### src/rtl/mul_div_unit.sv
`default_nettype none
// ============================================================================
// Module  : mul_div_unit
// Brief   : MIPS-style HI/LO multiply/divide unit. Radix-2 shift-add multiply,
//           restoring divide; the divide path exists only with `MDU_DIV_EN.
// Rev     : 1.0  initial release
// ============================================================================
module mul_div_unit #(
    parameter int WIDTH = 32
) (
    input  logic             clk_i,
    input  logic             rst_i,
    input  logic             valid_i,
    input  logic [2:0]       ALUOp_i,
    input  logic [5:0]       funct_i,
    input  logic [WIDTH-1:0] src1_i,
    input  logic [WIDTH-1:0] src2_i,
    output logic             ready_o,
    output logic             done_o,
    output logic             err_o,
    output logic             div0_o,
    output logic [WIDTH-1:0] hi_o,
    output logic [WIDTH-1:0] lo_o,
    output logic [WIDTH-1:0] result_o
);

    localparam int              CW          = $clog2(WIDTH) + 1;
    localparam logic [CW-1:0]   C_LAST      = CW'(WIDTH - 1);
    localparam logic [2:0]      C_ALU_RTYPE = 3'b010;
    localparam logic [5:0]      C_F_MFHI    = 6'b010000;
    localparam logic [5:0]      C_F_MTHI    = 6'b010001;
    localparam logic [5:0]      C_F_MFLO    = 6'b010010;
    localparam logic [5:0]      C_F_MTLO    = 6'b010011;
    localparam logic [5:0]      C_F_MULT    = 6'b011000;
    localparam logic [5:0]      C_F_MULTU   = 6'b011001;
`ifdef MDU_DIV_EN
    localparam logic [5:0]      C_F_DIV     = 6'b011010;
    localparam logic [5:0]      C_F_DIVU    = 6'b011011;
`endif

    typedef enum logic [2:0] {
        S_IDLE = 3'd0,
        S_MUL  = 3'd1,
        S_DIV  = 3'd2,
        S_FIX  = 3'd3,
        S_DONE = 3'd4
    } state_t;

    state_t              r_state;
    logic                r_ready;
    logic                r_done;
    logic                r_err;
    logic [WIDTH-1:0]    r_hi;
    logic [WIDTH-1:0]    r_lo;
    logic [WIDTH-1:0]    r_result;
    logic [CW-1:0]       r_cnt;
    logic [WIDTH-1:0]    r_m;
    logic [WIDTH-1:0]    r_ph;
    logic [WIDTH-1:0]    r_pl;
    logic                r_sa;
    logic                r_sb;
`ifdef MDU_DIV_EN
    logic                r_div0;
    logic                r_isdiv;
`endif

    logic                w_req;
    logic                w_known;
    logic                w_is_mul;
    logic                w_is_mt;
    logic                w_sel_hi;
    logic                w_signed;
    logic                w_sa;
    logic                w_sb;
    logic [WIDTH:0]      w_sum;
    logic [2*WIDTH-1:0]  w_prod;
    logic [2*WIDTH-1:0]  w_prod_fix;
`ifdef MDU_DIV_EN
    logic                w_is_div;
    logic [WIDTH:0]      w_rsh;
    logic                w_ge;
    logic [WIDTH-1:0]    w_trial;
`endif

    function automatic logic [WIDTH-1:0] f_abs(input logic [WIDTH-1:0] v, input logic neg);
        return neg ? -v : v;
    endfunction

    always_comb begin
        w_known  = 1'b1;
        w_is_mul = 1'b0;
        w_is_mt  = 1'b0;
        w_sel_hi = 1'b0;
        w_signed = 1'b0;
`ifdef MDU_DIV_EN
        w_is_div = 1'b0;
`endif
        case (funct_i)
            C_F_MULT:  begin w_is_mul = 1'b1; w_signed = 1'b1; end
            C_F_MULTU: w_is_mul = 1'b1;
`ifdef MDU_DIV_EN
            C_F_DIV:   begin w_is_div = 1'b1; w_signed = 1'b1; end
            C_F_DIVU:  w_is_div = 1'b1;
`endif
            C_F_MFHI:  w_sel_hi = 1'b1;
            C_F_MTHI:  begin w_sel_hi = 1'b1; w_is_mt = 1'b1; end
            C_F_MFLO:  w_sel_hi = 1'b0;
            C_F_MTLO:  w_is_mt = 1'b1;
            default:   w_known = 1'b0;
        endcase
    end

    assign w_req = valid_i & r_ready & (ALUOp_i == C_ALU_RTYPE);
    assign w_sa  = w_signed & src1_i[WIDTH-1];
    assign w_sb  = w_signed & src2_i[WIDTH-1];

    // Shift-add step: {r_ph, r_pl} is {partial product, remaining multiplier}.
    assign w_sum      = {1'b0, r_ph} + (r_pl[0] ? {1'b0, r_m} : {(WIDTH+1){1'b0}});
    assign w_prod     = {r_ph, r_pl};
    assign w_prod_fix = (r_sa ^ r_sb) ? -w_prod : w_prod;

`ifdef MDU_DIV_EN
    // Restoring step: remainder in r_ph, dividend bits shift out of r_pl as quotient shifts in.
    // The trial difference is always below the divisor, so WIDTH bits suffice.
    assign w_rsh   = {r_ph, r_pl[WIDTH-1]};
    assign w_ge    = (w_rsh >= {1'b0, r_m});
    assign w_trial = w_rsh[WIDTH-1:0] - r_m;
`endif

    always_ff @(posedge clk_i) begin
        if (rst_i) begin
            r_state  <= S_IDLE;
            r_ready  <= 1'b1;
            r_done   <= 1'b0;
            r_err    <= 1'b0;
            r_hi     <= '0;
            r_lo     <= '0;
            r_result <= '0;
            r_cnt    <= '0;
            r_m      <= '0;
            r_ph     <= '0;
            r_pl     <= '0;
            r_sa     <= 1'b0;
            r_sb     <= 1'b0;
`ifdef MDU_DIV_EN
            r_div0   <= 1'b0;
            r_isdiv  <= 1'b0;
`endif
        end else begin
            r_done <= 1'b0;
            r_err  <= 1'b0;
            case (r_state)
                S_IDLE, S_DONE: begin
                    r_state <= S_IDLE;
                    r_ready <= 1'b1;
                    if (w_req) begin
                        if (!w_known) begin
                            r_err <= 1'b1;
                        end else if (w_is_mul) begin
                            r_state <= S_MUL;
                            r_ready <= 1'b0;
                            r_cnt   <= '0;
                            r_ph    <= '0;
                            r_pl    <= f_abs(src2_i, w_sb);
                            r_m     <= f_abs(src1_i, w_sa);
                            r_sa    <= w_sa;
                            r_sb    <= w_sb;
`ifdef MDU_DIV_EN
                            r_isdiv <= 1'b0;
                        end else if (w_is_div) begin
                            r_state <= S_DIV;
                            r_ready <= 1'b0;
                            r_cnt   <= '0;
                            r_ph    <= '0;
                            r_pl    <= f_abs(src1_i, w_sa);
                            r_m     <= f_abs(src2_i, w_sb);
                            r_sa    <= w_sa;
                            r_sb    <= w_sb;
                            r_isdiv <= 1'b1;
                            r_div0  <= (src2_i == '0);
`endif
                        end else begin
                            r_state <= S_DONE;
                            r_done  <= 1'b1;
                            if (w_is_mt) begin
                                if (w_sel_hi) r_hi <= src1_i;
                                else          r_lo <= src1_i;
                            end else begin
                                r_result <= w_sel_hi ? r_hi : r_lo;
                            end
                        end
                    end
                end
                S_MUL: begin
                    r_ph  <= w_sum[WIDTH:1];
                    r_pl  <= {w_sum[0], r_pl[WIDTH-1:1]};
                    r_cnt <= r_cnt + 1'b1;
                    if (r_cnt == C_LAST) r_state <= S_FIX;
                end
`ifdef MDU_DIV_EN
                S_DIV: begin
                    if (r_div0) begin
                        r_state <= S_FIX;
                    end else begin
                        r_ph  <= w_ge ? w_trial : w_rsh[WIDTH-1:0];
                        r_pl  <= {r_pl[WIDTH-2:0], w_ge};
                        r_cnt <= r_cnt + 1'b1;
                        if (r_cnt == C_LAST) r_state <= S_FIX;
                    end
                end
`endif
                S_FIX: begin
                    r_state <= S_DONE;
                    r_ready <= 1'b1;
                    r_done  <= 1'b1;
`ifdef MDU_DIV_EN
                    if (r_isdiv) begin
                        // Zero divisor: r_pl still holds |dividend|, so re-signing restores it.
                        if (r_div0) begin
                            r_hi <= r_sa ? -r_pl : r_pl;
                            r_lo <= '1;
                        end else begin
                            r_lo <= (r_sa ^ r_sb) ? -r_pl : r_pl;
                            r_hi <= r_sa ? -r_ph : r_ph;
                        end
                    end else
`endif
                    begin
                        {r_hi, r_lo} <= w_prod_fix;
                    end
                end
                default: begin
                    r_state <= S_IDLE;
                    r_ready <= 1'b1;
                end
            endcase
        end
    end

    assign ready_o  = r_ready;
    assign done_o   = r_done;
    assign err_o    = r_err;
    assign hi_o     = r_hi;
    assign lo_o     = r_lo;
    assign result_o = r_result;
`ifdef MDU_DIV_EN
    assign div0_o   = r_div0;
`else
    assign div0_o   = 1'b0;
`endif

endmodule
`default_nettype wire

### config.mk
export PLATFORM = sky130hd
export DESIGN_NAME = mul_div_unit
export DESIGN_NICKNAME = d
export VERILOG_FILES = /design/src/rtl/mul_div_unit.sv
export SDC_FILE = /design/constraint.sdc
export NUM_CORES = 1
export LEC_CHECK = 0
export CAP_MARGIN = 10
export CORE_AREA = 2 2 157 159
export CTS_CLUSTER_DIAMETER = 120
export DETAILED_ROUTE_END_ITERATION = 7
export DIE_AREA = 0 0 159 161
export PLACE_DENSITY_LB_ADDON = 0.25
export REMOVE_ABC_BUFFERS = 1
export SYNTH_ARGS = -nofsm -noshare
export SYNTH_HDL_FRONTEND = slang
export SYNTH_SLANG_ARGS = --single-unit
### constraint.sdc
create_clock -name clk_i -period 3.7 [get_ports clk_i]
set_clock_uncertainty 0.1 [all_clocks]
set_input_delay 0.37 -clock clk_i [delete_from_list [all_inputs] [get_ports clk_i]]
set_output_delay 0.37 -clock clk_i [all_outputs]
set_load 0.02 [all_outputs]
==> results.py, run 1 <==
metrics = {
    "logic_synthesis": {
        "synth-async-reset-ratio_pct": 0,
        "postSynthCellCount": 1655,
        "ys_ff_latch": 206,
        "avgSynthCellArea_sq_um": 7.849,
        "ys_seq_area_share_pct": 31.75,
        "ys_types": 78,
        "synth_edf_count": 0,
        "ys_warn_count": 0,
        "synth_area_sq_um": 12990,
        "synthFlopType": "dfxtp_1",
    },
    "worst_setup_path": {
        "cp-endpoint": "r_ph[29]",
        "critPathArrivalTime_ps": 3580,
        "worst-path-stages": 11,
        "cpMostUsedCell": "o31a_1",
        "critical_path_class": "reg2reg",
        "critPathLaunch": "r_pl[0]",
        "rr_startpoint": "r_pl[0]",
        "ff2ff_setup_slack_ps": 440,
        "slowest_delay_ps": 500,
        "crit_slowest_cell": "dfxtp_1",
        "critPathBufInv": 1,
        "cpLargestDelayFamily": "compound AO/OA/AOI/OAI gates",
        "critPathLaunchType": "register",
        "critPathRequiredTime_ps": 4010,
        "rr_endpoint": "r_ph[29]",
        "crit_path_max_fanout": 9,
        "path_cells": "and2_1 > ha_1 > inv_1 > fa_1 > nor2b_1 > o31a_1 > o31a_1 > o211ai_1 > nor4_1 > o21ai_0 > a32o_1",
        "critPathCaptureType": "register",
        "r2r_cells": 11,
    },
    "clock_network": {
        "cts_sinks": 206,
        "cts_root_buf": "clkbuf_16",
        "postCtsSetupRepairBufs": 0,
        "cts_tree": "done",
        "clock_latency_ps": 540,
        "clockBufferDepth": 3,
        "path_clk_slew_ps": 60,
        "cts-buffers-inserted": 24,
        "ctsResizeCount": 0,
        "hold_buffers": 0,
        "cts_htree_levels": 1,
    },
    "sta": {
        "finalHoldViolations": 0,
        "post-route-min-period_ps": 3263,
        "drv_slew": 0,
        "slew_headroom_pct": 25.34,
        "fmax_mhz": 306.4,
        "setup_viol": 0,
        "fin_tns_setup_ps": 0,
        "finalWorstSetupSlack_ps": 436.8,
        "fin_crit_sh_pct": 88.20,
        "rsz0062_at_grt": "no",
        "worst_slew_pin_slew_ps": 1116,
    },
    "routing": {
        "final_antenna_net_count": 0,
        "totalWireLength_mm": 44.26,
        "dr_total_vias": 13370,
        "drtPass1Iterations": 5,
        "initialDrtViolationCount": 1285,
        "vias_per_cell": 6.263,
        "wire_per_inst_microns": 20.74,
        "drcViolationCount": 0,
    },
    "global_route": {
        "antenna_found_initial": 0,
        "grt_overflow_total": 0,
        "grt_pass1_wl_mm": 67.99,
        "grtUsageTotal_pct": 33.10,
        "grt_pass1_vias": 12280,
        "grt_max_degree": 56,
    },
    "placed_design": {
        "hpwl_mm": 32.86,
        "gp_congestion": 0.9387,
        "placed_cell_area_sq_um": 15200,
        "port_buffers": 174,
        "pre_cts_ws_ps": 258.5,
    },
    "run": {
        "drv_cap": 0,
    },
    "power": {
        "p_leak_nw": 5.737,
        "total_power_mw": 4.799,
        "power_density_nw_per_um2": 300.7,
        "ir_drop_mv": 0.2987,
    },
    "hold_path": {
        "min_from": "rst_i",
        "hold_class": "in2reg",
    },
    "cells_and_area": {
        "area_growth_pct": 22.87,
        "final_area_sq_um": 15960,
        "nNetsFinal": 1906,
        "layout-drive-gt1-share_pct": 6.409,
        "insertedDiodeCount": 0,
    },
    "floorplanning": {
        "io_pins": 176,
        "rows": 57,
        "die_area_sq_um": 25600,
        "chipHeight_microns": 161,
        "die_x_microns": 159,
        "start_util_pct": 54.21,
        "core_region_area_sq_um": 23960,
    },
    "outcome": {
        "status": "completed",
    },
}
flip-flops by register name, summed over array words and instances (netlist names):
name and cells:
done_o 1, hi_o 32, r_ph 32, r_sb 1, err_o 1, r_m 32
r_pl 32, result_o 32, r_sa 1, r_state 3, lo_o 32, ready_o 1
r_cnt 6
synthesized netlist by cell type, drive strengths merged, types with 3 or more instances:
| cell | number | share of area, % |
|---|---|---|
| nor2 | 228 | 6.6 |
| dfxtp | 206 | 32 |
| nand2 | 123 | 3.6 |
| o21ai | 114 | 4.4 |
| a211oi | 112 | 6.5 |
| a21oi | 98 | 3.8 |
| clkbuf | 95 | 2.7 |
| xor2 | 64 | 4.3 |
| xnor2 | 63 | 4.2 |
| mux2i | 62 | 4.8 |
| nor3 | 44 | 1.7 |
| and2 | 40 | 1.9 |
| ha | 36 | 3.5 |
| nand3 | 29 | 1.1 |
| a31oi | 23 | 1.1 |
| or3 | 21 | 1.1 |
| a22o | 20 | 1.3 |
| inv | 20 | 0.58 |
| o31ai | 19 | 1.1 |
| a21o | 18 | 1.0 |
| nand4 | 18 | 0.87 |
| nor4 | 18 | 0.96 |
| buf | 17 | 0.65 |
| o41ai | 14 | 0.94 |
| a22oi | 13 | 0.75 |
| or4 | 13 | 0.81 |
| nand2b | 11 | 0.53 |
| o22ai | 11 | 0.53 |
| a311oi | 8 | 0.54 |
| and3 | 8 | 0.39 |
| nor4b | 8 | 0.59 |
| o211ai | 8 | 0.46 |
| a211o | 6 | 0.40 |
| and4 | 5 | 0.34 |
| o21a | 5 | 0.29 |
| or2 | 5 | 0.24 |
| nor2b | 4 | 0.19 |
| o21bai | 4 | 0.23 |
| a221oi | 3 | 0.20 |
| a32o | 3 | 0.23 |
| a32oi | 3 | 0.20 |
| a41oi | 3 | 0.20 |
| o311ai | 3 | 0.20 |
metrics by stage:
| stage | util (%) | cells | hold slack [ps] |
|---|---|---|---|
| after CTS | 66.60 | 2134 | 90.07 |
| final | 66.60 | 2134 | 99.62 |
| after global routing | 66.60 | 2134 | 111.8 |
| after detailed placement | 63.42 | 2091 | 339.6 |
| after global placement | 63.42 | 2091 | 341.1 |
| after floorplan | - | 1543 | 319.5 |
kinds of logic after synthesis:
group	synth area share [%]
and+or+nand+nor	21.40
AOI/OAI and AO/OA	25.80
DFF	31.75
buffers and inverters	3.978
xor gates and xnor gates	8.563
muxes	4.864
adders and majority gates	3.622
other	0.02887
per-layer routing:
layer  up-vias  GRT usage, %  part of all wire, %
met3       111         3.980                  7.0
met5         -             0                    0
met4         0         13.22                  4.0
li1       6373             -                    -
met2       577         54.07                   46
met1      6305         44.83                   43
cell usage in the layout (no fill, tap or decap), types with 7 or more instances in the layout:
cell,count
a211oi_1,112
a21o_1,18
a21oi_1,98
a22o_1,20
a22oi_1,13
a311oi_1,8
a31oi_1,23
and2_1,38
and3_1,8
buf_4,45
clkbuf_16,24
clkbuf_8,7
clkdlybuf4s50_1,173
dfxtp_1,206
ha_1,36
inv_1,20
mux2i_1,62
nand2_1,123
nand2b_1,11
nand3_1,29
nand4_1,18
nor2_1,223
nor3_1,43
nor4_1,16
nor4b_1,7
o211ai_1,8
o21ai_0,113
o22ai_1,11
o31ai_1,19
o41ai_1,14
or3_1,19
or4_1,11
xnor2_1,62
xor2_1,63
worst min path at each step:
stage                  to  cells past startpoint
2_1_floorplan  r_state[1]                      1
3_3_place_gp   r_state[1]                      1
3_5_place_dp   r_state[1]                      1
4_1_cts          r_cnt[2]                      2
5_1_grt            done_o                      2
6_report         r_cnt[2]                      2
area by class of cell:
class / instances / area [sq um]
Clock buffer: 37 / 719.4
Inverter: 20 / 75.07
Tap cell: 324 / 405.4
Fill cell: 2105 / 8003
Sequential cell: 206 / 4124
Multi-Input combinational cell: 1317 / 8403
Clock inverter: 6 / 43.79
Timing Repair Buffer: 224 / 2190
report_power, final:
group	switching, mW	total (mW)	internal, mW
logic	0.157	0.277	0.121
clock network	0.964	2.30	1.34
registers	0.00156	2.22	2.22
total	1.12	4.80	3.68
(Power assumes the default switching activity.)
==> run 2, diff against run 1 <==
--- a/config.mk
+++ b/config.mk
@@ -6,10 +6,10 @@
 export NUM_CORES = 1
 export LEC_CHECK = 0
 export CAP_MARGIN = 10
-export CORE_AREA = 2 2 157 159
+export CORE_AREA = 2 2 141 177
 export CTS_CLUSTER_DIAMETER = 120
 export DETAILED_ROUTE_END_ITERATION = 7
-export DIE_AREA = 0 0 159 161
+export DIE_AREA = 0 0 143 179
 export PLACE_DENSITY_LB_ADDON = 0.25
 export REMOVE_ABC_BUFFERS = 1
 export SYNTH_ARGS = -nofsm -noshare
==> run 2 against run 1 <==
Maximum frequency grew 1.0%; via count shrank 0.44%; register-to-register slack gained 30 ps; clock power grew 3%; power grew 1.3%; sequential power is essentially flat; first-iteration DRC count shrank 9.3%; worst hold slack gained 150 ps; flip-flop and latch count is the same; routed wire length shrank 0.86%; die area is essentially flat.
==> results.py, run 2 (synthesized netlist as in run 1, its figures left out) <==
metrics = {
    "worst_setup_path": {
        "ff2ff_setup_slack_ps": 470,
        "critPathRequiredTime_ps": 4000,
        "critPathLaunchType": "register",
        "crit_path_max_fanout": 29,
        "critPathArrivalTime_ps": 3540,
        "critical_path_class": "reg2reg",
        "critPathCaptureType": "register",
        "rr_endpoint": "r_ph[29]",
        "r2r_cells": 10,
        "rr_startpoint": "r_pl[0]",
    },
    "power": {
        "ir_drop_mv": 0.2677,
        "p_leak_nw": 5.766,
        "power_density_nw_per_um2": 303.8,
        "total_power_mw": 4.859,
    },
    "floorplanning": {
        "start_util_pct": 53.89,
        "io_pins": 176,
        "die_x_microns": 143,
        "core_region_area_sq_um": 24100,
        "rows": 64,
        "die_area_sq_um": 25600,
        "chipHeight_microns": 179,
    },
    "sta": {
        "holdWs_ps": 246.5,
        "fmax_mhz": 309.5,
        "slew_headroom_pct": 36.91,
        "fin_crit_sh_pct": 87.31,
        "post-route-min-period_ps": 3231,
        "drv_slew": 0,
        "finalHoldViolations": 0,
        "rsz0062_at_grt": "no",
        "worst_slew_pin_slew_ps": 945.4,
        "setup_viol": 0,
    },
    "clock_network": {
        "hold_buffers": 0,
        "postCtsSetupRepairBufs": 0,
        "cts-buffers-inserted": 23,
        "cts_htree_levels": 1,
        "path_clk_slew_ps": 60,
        "cts_sinks": 206,
        "ctsResizeCount": 0,
        "cts_root_buf": "clkbuf_16",
        "cts_tree": "done",
        "clockBufferDepth": 3,
        "clock_latency_ps": 510,
    },
    "cells_and_area": {
        "nNetsFinal": 1913,
        "layout-drive-gt1-share_pct": 6.883,
        "area_growth_pct": 23.11,
        "n_fill_cell": 2009,
        "final_common_cell": "nor2_1",
        "final_area_sq_um": 15990,
        "finish.utilization_pct": 66.35,
        "insertedDiodeCount": 0,
        "final_cell_mix": "nor2_1, dfxtp_1, clkdlybuf4s50_1",
    },
    "routing": {
        "drtPass1Iterations": 7,
        "dr_total_vias": 13310,
        "totalWireLength_mm": 43.88,
        "drcViolationCount": 0,
        "vias_per_cell": 6.201,
        "initialDrtViolationCount": 1166,
        "final_antenna_net_count": 0,
        "wire_per_inst_microns": 20.45,
    },
    "hold_path": {
        "hold_end": "r_cnt[1]",
        "holdPathStages": 3,
        "hold_class": "in2reg",
        "min_from": "rst_i",
    },
    "placed_design": {
        "port_buffers": 174,
        "gp_congestion": 0.9890,
        "placed_cell_area_sq_um": 15210,
        "hpwl_mm": 33.42,
    },
    "run": {
        "drv_cap": 0,
    },
    "global_route": {
        "grt_pass1_wl_mm": 66.74,
        "grt_overflow_total": 0,
        "grtUsageTotal_pct": 33.08,
        "grt_max_degree": 63,
        "grt_pass1_vias": 12410,
        "antenna_found_initial": 0,
    },
    "outcome": {
        "status": "completed",
    },
}
## run 2: worst max-delay path by stage
stage,startpoint,to,slack (ps),cells after the start
global route,r_pl[0],r_ph[29],300,10
global placement,src1_i[5],r_m[29],410,8
CTS,r_pl[0],r_ph[27],520,11
detailed placement,src1_i[5],r_m[27],350,8
floorplan,funct_i[2],result_o[0],-1060,4
finish,r_pl[0],r_ph[29],470,10
## run 2: power by group
| group | total (mW) | switching (mW) | internal, mW |
|---|---|---|---|
| Sequential | 2.22 | 0.00163 | 2.22 |
| Combinational | 0.282 | 0.161 | 0.121 |
| Clock | 2.36 | 0.952 | 1.40 |
| Total | 4.86 | 1.11 | 3.74 |
## run 2: critical path: stages, from the launching register on
cell and delay (ps):
dfxtp_1 490, buf_4 320, and2_1 170, ha_1 270, o21a_1 190, o31a_1 140
o31a_1 330, o211ai_1 420, nor4_1 120, or3_1 320, a32o_1 240
## run 2: final cells by class
class / instances / area (sq um) / area share, %
multi-input combinational: 1317 / 8403 / 52.55
clock inverter: 9 / 107.6 / 0.6729
sequential: 206 / 4124 / 25.79
inverter: 20 / 75.07 / 0.4694
tap: 330 / 412.9 / 2.582
clock buffer: 32 / 669.4 / 4.186
timing repair buffer: 232 / 2200 / 13.75
## run 2: per-layer routing
metal  wire length (microns)  global-route usage (%)  up-vias
met5                       0                       0        -
met4                    2204                   16.42        0
met3                    3197                   3.659      133
met2                   21230                   57.24      584
met1                   17240                   40.67     6203
li1                        -                       -     6387
## run 2: metrics by stage
step	TNS, ps	setup WS (ps)	instances
global route	0	296.9	2146
finish	0	469.4	2146
detailed placement	0	349.8	2105
global placement	0	410.2	2105
CTS	0	524.9	2146
floorplan	-34290	-1063	1543
==> run 3, diff against run 2 <==
--- a/config.mk
+++ b/config.mk
@@ -6,10 +6,11 @@
 export NUM_CORES = 1
 export LEC_CHECK = 0
 export CAP_MARGIN = 10
-export CORE_AREA = 2 2 141 177
+export CORE_AREA = 2 2 137 173
+export CTS_BUF_LIST = sky130_fd_sc_hd__clkbuf_8
 export CTS_CLUSTER_DIAMETER = 120
 export DETAILED_ROUTE_END_ITERATION = 7
-export DIE_AREA = 0 0 143 179
+export DIE_AREA = 0 0 139 175
 export PLACE_DENSITY_LB_ADDON = 0.25
 export REMOVE_ABC_BUFFERS = 1
 export SYNTH_ARGS = -nofsm -noshare
==> run 3 against run 2 <==
Routed wire length grew 1.7%; sequential power is essentially flat; first-iteration DRC count grew 1.6%; critical endpoint is now hi_o[28]; maximum frequency shrank 1.6%; highest routed layer unchanged; core utilization grew 4.1 points; via count grew 2.7%; count of clock-buffer cells in the layout grew 14.
==> results.py, run 3 (synthesized netlist as in run 1, its figures left out) <==
metrics = {
    "floorplanning": {
        "chipHeight_microns": 175,
        "io_pins": 176,
        "die_area_sq_um": 24330,
        "die_x_microns": 139,
        "start_util_pct": 57.35,
        "core_region_area_sq_um": 22650,
        "rows": 62,
    },
    "clock_network": {
        "cts-buffers-inserted": 35,
        "path_clk_slew_ps": 60,
        "clock_latency_ps": 540,
        "hold_buffers": 0,
        "cts_tree": "done",
        "clockBufferDepth": 3,
        "postCtsSetupRepairBufs": 0,
        "cts_root_buf": "clkbuf_8",
        "ctsResizeCount": 0,
        "cts_sinks": 206,
        "cts_htree_levels": 2,
    },
    "cells_and_area": {
        "layout-drive-gt1-share_pct": 7.734,
        "final_cell_mix": "nor2_1, dfxtp_1, clkdlybuf4s50_1",
        "insertedDiodeCount": 0,
        "final_area_sq_um": 15950,
        "n_fill_cell": 1893,
        "nNetsFinal": 1926,
        "final_cells": 2124,
        "final_common_cell": "nor2_1",
        "area_growth_pct": 22.78,
    },
    "worst_setup_path": {
        "path_cells": "inv_1 > ha_1 > nor4b_1 > and2_0 > nor4b_2 > nand2_1 > or4_1 > o2111ai_1 > o41ai_1",
        "crit_slowest_cell": "nor4b_1",
        "ff2ff_setup_slack_ps": 420,
        "critical_path_class": "reg2reg",
        "crit_path_max_fanout": 8,
        "r2r_cells": 9,
        "rr_endpoint": "hi_o[28]",
        "rr_startpoint": "r_pl[0]",
        "slowest_delay_ps": 720,
        "critPathCaptureType": "register",
        "cpLargestDelayFamily": "simple AND/OR/NAND/NOR gates",
        "critPathLaunchType": "register",
        "critPathRequiredTime_ps": 3990,
        "critPathBufInv": 1,
        "critPathArrivalTime_ps": 3580,
    },
    "routing": {
        "wl_met1_mm": 17.10,
        "initialDrtViolationCount": 1185,
        "vias_per_cell": 6.435,
        "wl_met2_mm": 21.58,
        "totalWireLength_mm": 44.60,
        "drtPass1Iterations": 6,
        "route.met3.wl_mm": 3.478,
        "final_antenna_net_count": 0,
        "drcViolationCount": 0,
        "top_layer": "met4",
        "wire_per_inst_microns": 21.00,
        "dr_total_vias": 13670,
    },
    "global_route": {
        "grt_overflow_total": 0,
        "grt_pass1_wl_mm": 69.17,
        "grtUsageTotal_pct": 35.24,
        "antenna_found_initial": 0,
        "grt_pass1_vias": 12960,
        "grt_max_degree": 54,
    },
    "hold_path": {
        "hold_end": "r_sb",
        "holdPathStages": 2,
        "min_from": "rst_i",
        "hold_class": "in2reg",
    },
    "sta": {
        "finalWorstSetupSlack_ps": 417.7,
        "slew_headroom_pct": 32.34,
        "rsz0062_at_grt": "no",
        "fin_crit_sh_pct": 88.71,
        "drv_slew": 0,
        "holdWs_ps": 107.4,
        "worst_slew_pin_slew_ps": 1011,
        "fmax_mhz": 304.7,
        "setup_viol": 0,
        "post-route-min-period_ps": 3282,
        "finalHoldViolations": 0,
    },
    "placed_design": {
        "placed_cell_area_sq_um": 15170,
        "port_buffers": 174,
        "pre_cts_ws_ps": 330.6,
        "hpwl_mm": 33.26,
        "gp_congestion": 0.9546,
        "post-place-cells": 2064,
    },
    "power": {
        "ir_drop_mv": 0.2509,
        "power_density_nw_per_um2": 301.7,
        "p_leak_nw": 5.809,
    },
    "outcome": {
        "status": "completed",
    },
    "run": {
        "drv_cap": 0,
    },
}
==> run 3: worst max path at each step <==
stage	start	slack, ps	endpoint	cells past startpoint
final	r_pl[0]	420	hi_o[28]	9
after global routing	r_pl[0]	250	r_ph[29]	11
after CTS	r_pl[0]	530	hi_o[28]	9
after detailed placement	src1_i[11]	330	r_m[27]	8
after global placement	funct_i[4]	370	r_m[21]	8
after floorplan	funct_i[2]	-1060	result_o[0]	4
==> run 3: area by class of cell <==
class	instances	area [sq um]	area share (%)
Multi-Input combinational cell	1317	8403	52.69
Clock buffer	46	633.1	3.970
Timing Repair Buffer	233	2207	13.84
Inverter	20	75.07	0.4707
Tap cell	288	360.3	2.259
Sequential cell	206	4124	25.86
Clock inverter	14	146.4	0.9179
==> run 3: power breakdown <==
part | switching, mW | internal [mW] | leakage (nW) | total, mW
clock | 0.980 | 1.32 | 0.418 | 2.31
sequential | 0.00162 | 2.22 | 1.66 | 2.22
combinational | 0.164 | 0.122 | 3.73 | 0.286
==> run 3: metrics by stage <==
step	util, %	TNS [ps]	power [mW]
final	70.41	0	4.813
after global routing	70.41	0	4.931
after CTS	70.41	0	4.816
after detailed placement	66.97	0	2.548
after global placement	66.97	0	2.545
after floorplan	-	-34290	2.354
==> run 3: metal layers <==
metal	track usage (%)	up-vias
met5	0	-
li1	-	6391
met3	4.686	164
met1	42.03	6412
met2	61.35	700
met4	19.28	0
